[config.mk]
export PLATFORM = sky130hd
export DESIGN_NAME = channel_sequencer_flat
export DESIGN_NICKNAME = d
export VERILOG_FILES = /design/src/rtl/channel_sequencer_pkg.sv /design/src/rtl/channel_sequencer_if.sv /design/src/rtl/next_index_finder.sv /design/src/rtl/channel_sequencer.sv /design/src/flat_wrapper.sv
export SDC_FILE = /design/constraint.sdc
export NUM_CORES = 1
export LEC_CHECK = 0
export BUFFER_PORTS_ARGS = -buffer_cell sky130_fd_sc_hd__buf_2
export CORE_UTILIZATION = 45
export CTS_BUF_LIST = sky130_fd_sc_hd__clkbuf_8
export DETAILED_ROUTE_END_ITERATION = 8
export SLEW_MARGIN = 20
export SYNTH_ARGS = -nofsm -noshare
export SYNTH_HDL_FRONTEND = slang
export SYNTH_SLANG_ARGS = --single-unit
[constraint.sdc]
create_clock -name clk -period 7.6 [get_ports clk]
set_input_delay 0.76 -clock clk [delete_from_list [all_inputs] [get_ports clk]]
set_output_delay 0.76 -clock clk [all_outputs]
set_load 0.005 [all_outputs]
[src/rtl/channel_sequencer_pkg.sv]
// rtl/channel_sequencer_pkg.sv - shared constants, state type and helpers for the channel sequencer
package channel_seq_pkg;

    localparam int NUM_CH = 16;
    localparam int SEL_W  = 4;

    typedef enum logic {
        IDLE = 1'b0,
        RUN  = 1'b1
    } seq_state_e;

    // Index of the lowest set bit; 0 for an empty mask (callers reject empty masks first).
    function automatic logic [SEL_W-1:0] lowest_set(input logic [NUM_CH-1:0] m);
        logic [SEL_W-1:0] r;
        r = '0;
        for (int i = NUM_CH - 1; i >= 0; i--) begin
            if (m[i]) r = SEL_W'(i);
        end
        return r;
    endfunction

endpackage

[src/rtl/channel_sequencer_if.sv]
// rtl/channel_sequencer_if.sv - control and decoder-select bundle for the channel sequencer
interface channel_sequencer_if #(
    parameter int DWELL_W = 8
) ();

    logic                                 start;
    logic                                 stop;
    logic                                 hold;
    logic                                 one_shot;
    logic [channel_seq_pkg::NUM_CH-1:0]   mask;
    logic [DWELL_W-1:0]                   dwell;
    logic [channel_seq_pkg::SEL_W-1:0]    sel;
    logic                                 sel_valid;
    logic                                 step;
    logic                                 busy;
    logic                                 done;
    logic                                 err_empty;

    modport master (
        output start, stop, hold, one_shot, mask, dwell,
        input  sel, sel_valid, step, busy, done, err_empty
    );

    modport slave (
        input  start, stop, hold, one_shot, mask, dwell,
        output sel, sel_valid, step, busy, done, err_empty
    );

endinterface

[src/rtl/next_index_finder.sv]
// rtl/next_index_finder.sv - combinational search for the next set mask bit cyclically above cur
module next_index_finder
    import channel_seq_pkg::*;
(
    input  logic [NUM_CH-1:0] mask,
    input  logic [SEL_W-1:0]  cur,
    output logic [SEL_W-1:0]  next_idx,
    output logic              wrap
);

    logic [SEL_W-1:0] cand;

    // Scan farthest-first so the nearest set bit above cur is the last one written;
    // offset NUM_CH lands back on cur itself, covering the single-bit mask.
    always_comb begin
        next_idx = cur;
        cand     = '0;
        for (int i = NUM_CH; i >= 1; i--) begin
            cand = cur + SEL_W'(i);
            if (mask[cand]) next_idx = cand;
        end
        wrap = (next_idx <= cur);
    end

endmodule

[src/rtl/channel_sequencer.sv]
// rtl/channel_sequencer.sv - walks enabled channels in ascending order with a programmable dwell
module channel_sequencer
    import channel_seq_pkg::*;
#(
    parameter int DWELL_W = 8
) (
    input  logic                clk,
    input  logic                rst_n,
    channel_sequencer_if.slave  bus
);

    seq_state_e          state_q, state_d;
    logic [SEL_W-1:0]    sel_q, sel_d;
    logic                valid_q, valid_d;
    logic                step_q, step_d;
    logic                done_q, done_d;
    logic                err_q, err_d;
    logic [DWELL_W-1:0]  cnt_q, cnt_d;
    logic [DWELL_W-1:0]  dwell_q, dwell_d;
    logic [NUM_CH-1:0]   mask_q, mask_d;
    logic                os_q, os_d;
    logic [SEL_W-1:0]    next_idx;
    logic                next_wrap;

    next_index_finder u_next (
        .mask     (mask_q),
        .cur      (sel_q),
        .next_idx (next_idx),
        .wrap     (next_wrap)
    );

    always_ff @(posedge clk or negedge rst_n) begin
        if (!rst_n) begin
            state_q <= IDLE;
            sel_q   <= '0;
            valid_q <= 1'b0;
            step_q  <= 1'b0;
            done_q  <= 1'b0;
            err_q   <= 1'b0;
            cnt_q   <= '0;
            dwell_q <= '0;
            mask_q  <= '0;
            os_q    <= 1'b0;
        end else begin
            state_q <= state_d;
            sel_q   <= sel_d;
            valid_q <= valid_d;
            step_q  <= step_d;
            done_q  <= done_d;
            err_q   <= err_d;
            cnt_q   <= cnt_d;
            dwell_q <= dwell_d;
            mask_q  <= mask_d;
            os_q    <= os_d;
        end
    end

    always_comb begin
        state_d = state_q;
        sel_d   = sel_q;
        valid_d = valid_q;
        step_d  = 1'b0;
        done_d  = 1'b0;
        err_d   = 1'b0;
        cnt_d   = cnt_q;
        dwell_d = dwell_q;
        mask_d  = mask_q;
        os_d    = os_q;
        unique case (state_q)
            IDLE: begin
                valid_d = 1'b0;
                if (bus.start && !bus.stop) begin
                    if (bus.mask != '0) begin
                        mask_d  = bus.mask;
                        dwell_d = bus.dwell;
                        os_d    = bus.one_shot;
                        sel_d   = lowest_set(bus.mask);
                        cnt_d   = bus.dwell;
                        step_d  = 1'b1;
                        valid_d = 1'b1;
                        state_d = RUN;
                    end else begin
                        err_d = 1'b1;
                    end
                end
            end
            RUN: begin
                if (bus.stop) begin
                    valid_d = 1'b0;
                    state_d = IDLE;
                end else if (bus.hold) begin
                    cnt_d = cnt_q;
                end else if (cnt_q != '0) begin
                    cnt_d = cnt_q - 1'b1;
                end else if (next_wrap && os_q) begin
                    valid_d = 1'b0;
                    done_d  = 1'b1;
                    state_d = IDLE;
                end else begin
                    // On a continuous wrap next_idx already is the lowest set bit.
                    sel_d  = next_idx;
                    cnt_d  = dwell_q;
                    step_d = 1'b1;
                end
            end
            default: state_d = IDLE;
        endcase
    end

    assign bus.sel       = sel_q;
    assign bus.sel_valid = valid_q;
    assign bus.step      = step_q;
    assign bus.busy      = (state_q == RUN);
    assign bus.done      = done_q;
    assign bus.err_empty = err_q;

endmodule

[src/flat_wrapper.sv]
// flat-port wrapper written by rule: the top's interface ports become plain ports
module channel_sequencer_flat import channel_seq_pkg::*;
#(
    parameter int DWELL_W = 8
)
  (clk, rst_n, bus_start, bus_stop, bus_hold, bus_one_shot, bus_mask, bus_dwell, bus_sel, bus_sel_valid, bus_step, bus_busy, bus_done, bus_err_empty);
  channel_sequencer_if #(.DWELL_W(DWELL_W)) bus_i ();
  input  logic clk;
  input  logic rst_n;
  input wire logic [$bits(bus_i.start)-1:0] bus_start;
  input wire logic [$bits(bus_i.stop)-1:0] bus_stop;
  input wire logic [$bits(bus_i.hold)-1:0] bus_hold;
  input wire logic [$bits(bus_i.one_shot)-1:0] bus_one_shot;
  input wire logic [$bits(bus_i.mask)-1:0] bus_mask;
  input wire logic [$bits(bus_i.dwell)-1:0] bus_dwell;
  output wire logic [$bits(bus_i.sel)-1:0] bus_sel;
  output wire logic [$bits(bus_i.sel_valid)-1:0] bus_sel_valid;
  output wire logic [$bits(bus_i.step)-1:0] bus_step;
  output wire logic [$bits(bus_i.busy)-1:0] bus_busy;
  output wire logic [$bits(bus_i.done)-1:0] bus_done;
  output wire logic [$bits(bus_i.err_empty)-1:0] bus_err_empty;
  assign bus_i.start = bus_start;
  assign bus_i.stop = bus_stop;
  assign bus_i.hold = bus_hold;
  assign bus_i.one_shot = bus_one_shot;
  assign bus_i.mask = bus_mask;
  assign bus_i.dwell = bus_dwell;
  assign bus_sel = bus_i.sel;
  assign bus_sel_valid = bus_i.sel_valid;
  assign bus_step = bus_i.step;
  assign bus_busy = bus_i.busy;
  assign bus_done = bus_i.done;
  assign bus_err_empty = bus_i.err_empty;
  channel_sequencer #(.DWELL_W(DWELL_W)) u_core (.clk(clk), .rst_n(rst_n), .bus(bus_i));
endmodule
==> results of run 1 <==
## Yosys cell counts (8+ instances only)
library cell,count
mux2_2,10
mux4_2,26
o21ai_0,25
nand2_1,108
xnor2_1,10
clkbuf_1,17
dfrtp_1,42
nor2b_1,8
inv_1,16
ha_1,13
mux2i_1,33
nor2_1,37
a21oi_1,23
## stage by stage
stage | cell area [um2] | util, % | setup WS [ps] | std cells
2_1_floorplan | 4438 | - | 1757 | 514
3_3_place_gp | 4677 | 49.67 | 1363 | 657
3_5_place_dp | 4677 | 49.67 | 1153 | 657
4_1_cts | 4768 | 50.64 | 1157 | 665
5_1_grt | 4768 | 50.64 | 448.1 | 665
6_report | 4768 | 50.64 | 991.3 | 665
## flip-flops by register name, summed over array words and instances (netlist names)
| name | flops |
|---|---|
| u_core.bus.sel_valid | 1 |
| u_core.mask_q | 16 |
| u_core.cnt_q | 8 |
| u_core.bus.busy | 1 |
| u_core.bus.done | 1 |
| u_core.os_q | 1 |
| u_core.bus.sel | 4 |
| u_core.bus.step | 1 |
| u_core.bus.err_empty | 1 |
| u_core.dwell_q | 8 |
## final cells by class
cell class | instances | area (um2)
Clock buffer | 6 | 82.58
Clock inverter | 2 | 8.758
Fill cell | 917 | 4647
Inverter | 19 | 71.32
Multi-Input combinational cell | 424 | 3166
Sequential cell | 42 | 1051
Tap cell | 129 | 161.4
Timing Repair Buffer | 43 | 227.7
## kinds of logic (layout without fill, tap and decap cells)
family,count (synthesis),count (layout)
XOR/XNOR,18,18
flip-flops,42,42
multiplexers,73,73
AND/OR/NAND/NOR,206,206
AO/OA/AOI/OAI,114,114
buffers and inverters,48,70
adder cells (fa/ha/maj),13,13
## metal layers
layer	global-route usage (%)	up-vias
li1	-	1920
met1	36.37	1911
met2	42.02	153
met3	2.346	27
met4	10.81	0
met5	0	-
## worst paths after layout
path	startpoint	slack, ps	endpoint
worst max register to register	u_core.bus.sel[2]	990	u_core.cnt_q[0]
max in group asynchronous	rst_n	6370	u_core.dwell_q[7]
min in group asynchronous	rst_n	610	u_core.mask_q[9]
worst min-delay path	u_core.dwell_q[3]	480	u_core.dwell_q[3]
worst max-delay path	u_core.bus.sel[2]	990	u_core.cnt_q[0]
worst min register to register	u_core.dwell_q[3]	480	u_core.dwell_q[3]
## worst max-delay path: cells and delay by family (launching register included)
kind | cells | cell delay (ps)
AO/OA/AOI/OAI | 11 | 2670
multiplexers | 2 | 670
AND/OR/NAND/NOR | 4 | 710
flip-flops | 1 | 910
adder cells (fa/ha/maj) | 2 | 840
buffers and inverters | 2 | 710
==> impl_metrics.ini, run 1 <==
[routing]
met2WireLength_um = 6051
drt-initial-drc-count = 254
m1WireLength_um = 5486
highest_layer = met4
drt-total-wl_um = 12670
wl_met3_um = 765
vias = 4011
drt_first_pass_iters = 5
final_antenna_net_count = 0
wl_per_cell_um = 19.05
via_per_inst = 6.032
drc = 0

[yosys]
syn_area_mm2 = 0.004438
synth_top_area_share_pct = 23.68
yosys_warnings = 0
synth_area_leader_cell = dfrtp_1
yosys-top-cells-area = dfrtp_1 24%, mux4_2 13%, nand2_1 9.1%
muxShareOfSynthArea_pct = 25.01
yosys.area_share.adder_pct = 3.665
syn_nets = 557
synth.distinct_cells = 72
ys.flop_type = dfrtp_1
synth-xor-area-share_pct = 4.060
netlist_instances = 514
synth_edf_count = 0
ys_seq_area_share_pct = 23.68
avgSynthCellArea_um2 = 8.634
synthSimpleGateAreaFrac_pct = 21.17
async_reset_ff_share_pct = 100.0
ys_ff_latch = 42
synth_top_family_by_area = multiplexers
synth-compound-area-share_pct = 17.28

[placement]
io_buffers = 38
gp_congestion = 0.9417
dp_hpwl_um = 9430

[worst_hold_path]
min_path_cells = 2
hold_path.class = reg -> reg

[timing]
final.period_utilization_pct = 86.96
fin_skew_ps = 7.171
period_needed_ps = 6609
slew_viol_final = 0
rsz0062_at_grt = false
whs_ps = 479.1
slew-limit-headroom_pct = 34.95
tns_ps = 0
setup_viol = 0
max_clock_freq_mhz = 151.3
final-hold-violation-count = 0
worst_slew_pin_slew_ps = 975.7

[job]
cap_violations = 0

[floorplan]
design.die.area_mm2 = 0.01026
start_util_pct = 47.14
die_h_um = 101.3
die_x_um = 101.3
core_mm2 = 0.009415
io_pins = 39
fp-row-count = 35

[final_layout]
layout_common_cells = 108 x nand2_1, 42 x dfrtp_1, 38 x buf_2, 37 x nor2_1, 33 x mux2i_1
antenna_cells = 0
area_growth_pct = 7.443
nets = 578
final_common_cell = nand2_1
drive_gt1_share_pct = 19.59

[worst_setup_path]
crit_arrival_ps = 6800
cp-start-kind = register
worstSetupPathType = reg -> reg
worstPathCellList = inv_1 -> ha_1 -> inv_1 -> mux2_2 -> mux2i_4 -> a211oi_1 -> o31ai_1 -> a311oi_1 -> or3_1 -> o2111ai_1 -> nand2_1 -> ha_1 -> nor2b_1 -> o21a_1 -> o21a_1 -> o21ai_0 -> nand2_1 -> o21a_1 -> o21ai_1 -> a21boi_0 -> a221oi_1
crit_path_max_fanout = 22
slowest_stage = dfrtp_1
end_kind = register
max_stage_delay_ps = 910
r2r_cells = 21
cp_common_cell = o21a_1
required_ps = 7790

[clocking]
clockRootBuffer = clkbuf_8
htreeDepth = 2
cts_buffers = 5
cts_tree = done
clk_path_buf_depth = 2
cts_resized = 0
clock_sinks = 42
holdBufCountCts = 0
cts_setup_buffers = 0
cts.reportedPaths.clkPinSlew_ps = 80
clk_latency_ps = 290

[global_routing]
grtUsageTotal_pct = 26.14
antenna_found_initial = 0
grt_pass1_wl_um = 20360
grt_max_degree = 43
grt_pass1_vias = 3849
grt-ovfl-total = 0

[outcome]
status = finished clean
Power of run 1 is left out: the tool's default activity adds up to more than one toggle a clock period on the data nets, which glitch-free logic cannot reach.
==> inputs of run 2 (changes only) <==
PLACE_DENSITY_LB_ADDON = 0.25   (was unset)
==> impl_metrics.ini, run 2 (synthesis results as in run 1) <==
[timing]
rsz0062_at_grt = false
max_clock_freq_mhz = 154.1
tns_ps = 0
fin_skew_ps = 11.70
setup_viol = 0
slew-limit-headroom_pct = 32.88
period_needed_ps = 6489
slew_viol_final = 0
final.period_utilization_pct = 85.39
whs_ps = 479.0
final-hold-violation-count = 0
worst_slew_pin_slew_ps = 1007

[worst_setup_path]
worstSetupPathType = reg -> reg
crit_arrival_ps = 6690
required_ps = 7800
crit_path_max_fanout = 22
end_kind = register
cp-start-kind = register

[routing]
drt_first_pass_iters = 6
via_per_inst = 6.112
vias = 4046
wl_per_cell_um = 17.99
drt-initial-drc-count = 385
drc = 0
drt-total-wl_um = 11910
final_antenna_net_count = 0

[final_layout]
area_growth_pct = 7.584
top_regs = u_core.mask_q: 16 flops, u_core.cnt_q: 8 flops, u_core.dwell_q: 8 flops
drive_gt1_share_pct = 19.32
layout_common_cells = 108 x nand2_1, 42 x dfrtp_1, 38 x buf_2, 37 x nor2_1, 33 x mux2i_1
antenna_cells = 0
largest_reg_flops = 16
final_common_cell = nand2_1
regMostFlops = u_core.mask_q
n_fill_cell = 921
nets = 576
fin_cells = 662
final_area_mm2 = 0.004775

[global_routing]
grt-ovfl-total = 0
grt_pass1_vias = 3853
grt_max_degree = 43
grtUsageTotal_pct = 24.58
grt_pass1_wl_um = 19440
antenna_found_initial = 0

[floorplan]
die_x_um = 101.3
design.die.area_mm2 = 0.01026
start_util_pct = 47.14
fp-row-count = 35
core_mm2 = 0.009415
io_pins = 39
die_h_um = 101.3

[clocking]
clock_sinks = 42
cts_tree = done
holdBufCountCts = 0
htreeDepth = 2
clockRootBuffer = clkbuf_8
cts_resized = 0
clk_latency_ps = 300
cts.reportedPaths.clkPinSlew_ps = 80
cts_setup_buffers = 0
clk_path_buf_depth = 2
cts_buffers = 5

[placement]
dpl_cell_area_mm2 = 0.004662
gp_congestion = 0.9561
io_buffers = 38
dp_hpwl_um = 8998
dpl.cell_count = 655

[job]
cap_violations = 0

[outcome]
status = finished clean

[worst_hold_path]
hold_path.class = reg -> reg
==> run 2: critical path, cell delays in order, from the launching register on <==
cell and delay, ps:
dfrtp_1 850, inv_1 470, ha_1 370, a21boi_1 170
xnor2_2 470, mux4_2 630, nor4_1 220, o31ai_1 150
a311oi_1 230, or3_1 160, o2111ai_1 170, nand2_1 120
ha_1 240, nor2b_1 130, o21a_1 160, o21a_1 150
o21ai_0 200, nand2_1 120, o21a_1 200, o21ai_1 690
a21boi_0 210, a221oi_1 270
==> run 2: final cells by class <==
type                    count  area [um2]  area share (%)
multi-input cells         424        3166           66.30
clock inverters             1       30.03          0.6289
inverters                  19       71.32           1.494
repair buffers             41       212.7           4.455
clock buffers               6       82.58           1.730
flip-flops and latches     42        1051           22.01
well taps                 129       161.4           3.381
==> run 2: path summary, 6_finish.rpt <==
check	depth (start not counted)	from	endpoint	slack [ps]
min in group asynchronous	1	rst_n	u_core.dwell_q[1]	600
max in group asynchronous	1	rst_n	u_core.mask_q[2]	6410
max	21	u_core.bus.sel[2]	u_core.cnt_q[0]	1110
min	2	u_core.dwell_q[6]	u_core.dwell_q[6]	480
min reg2reg	2	u_core.dwell_q[6]	u_core.dwell_q[6]	480
max reg2reg	21	u_core.bus.sel[2]	u_core.cnt_q[0]	1110
==> run 2: metal layers <==
metal  wire length [um]  track usage, %
met1               5111           33.13
met2               5692           41.08
met3                766           2.277
met4                337           9.476
met5                  0               0
==> run 2: metrics by stage <==
| step | util [%] | worst slack (ps) |
|---|---|---|
| 3_3_place_gp | 49.52 | 1386 |
| 5_1_grt | 50.71 | 497.6 |
| 3_5_place_dp | 49.52 | 1146 |
| 2_1_floorplan | - | 1757 |
| 6_report | 50.71 | 1111 |
| 4_1_cts | 50.71 | 1144 |
Power of run 2 is left out for the same reason.
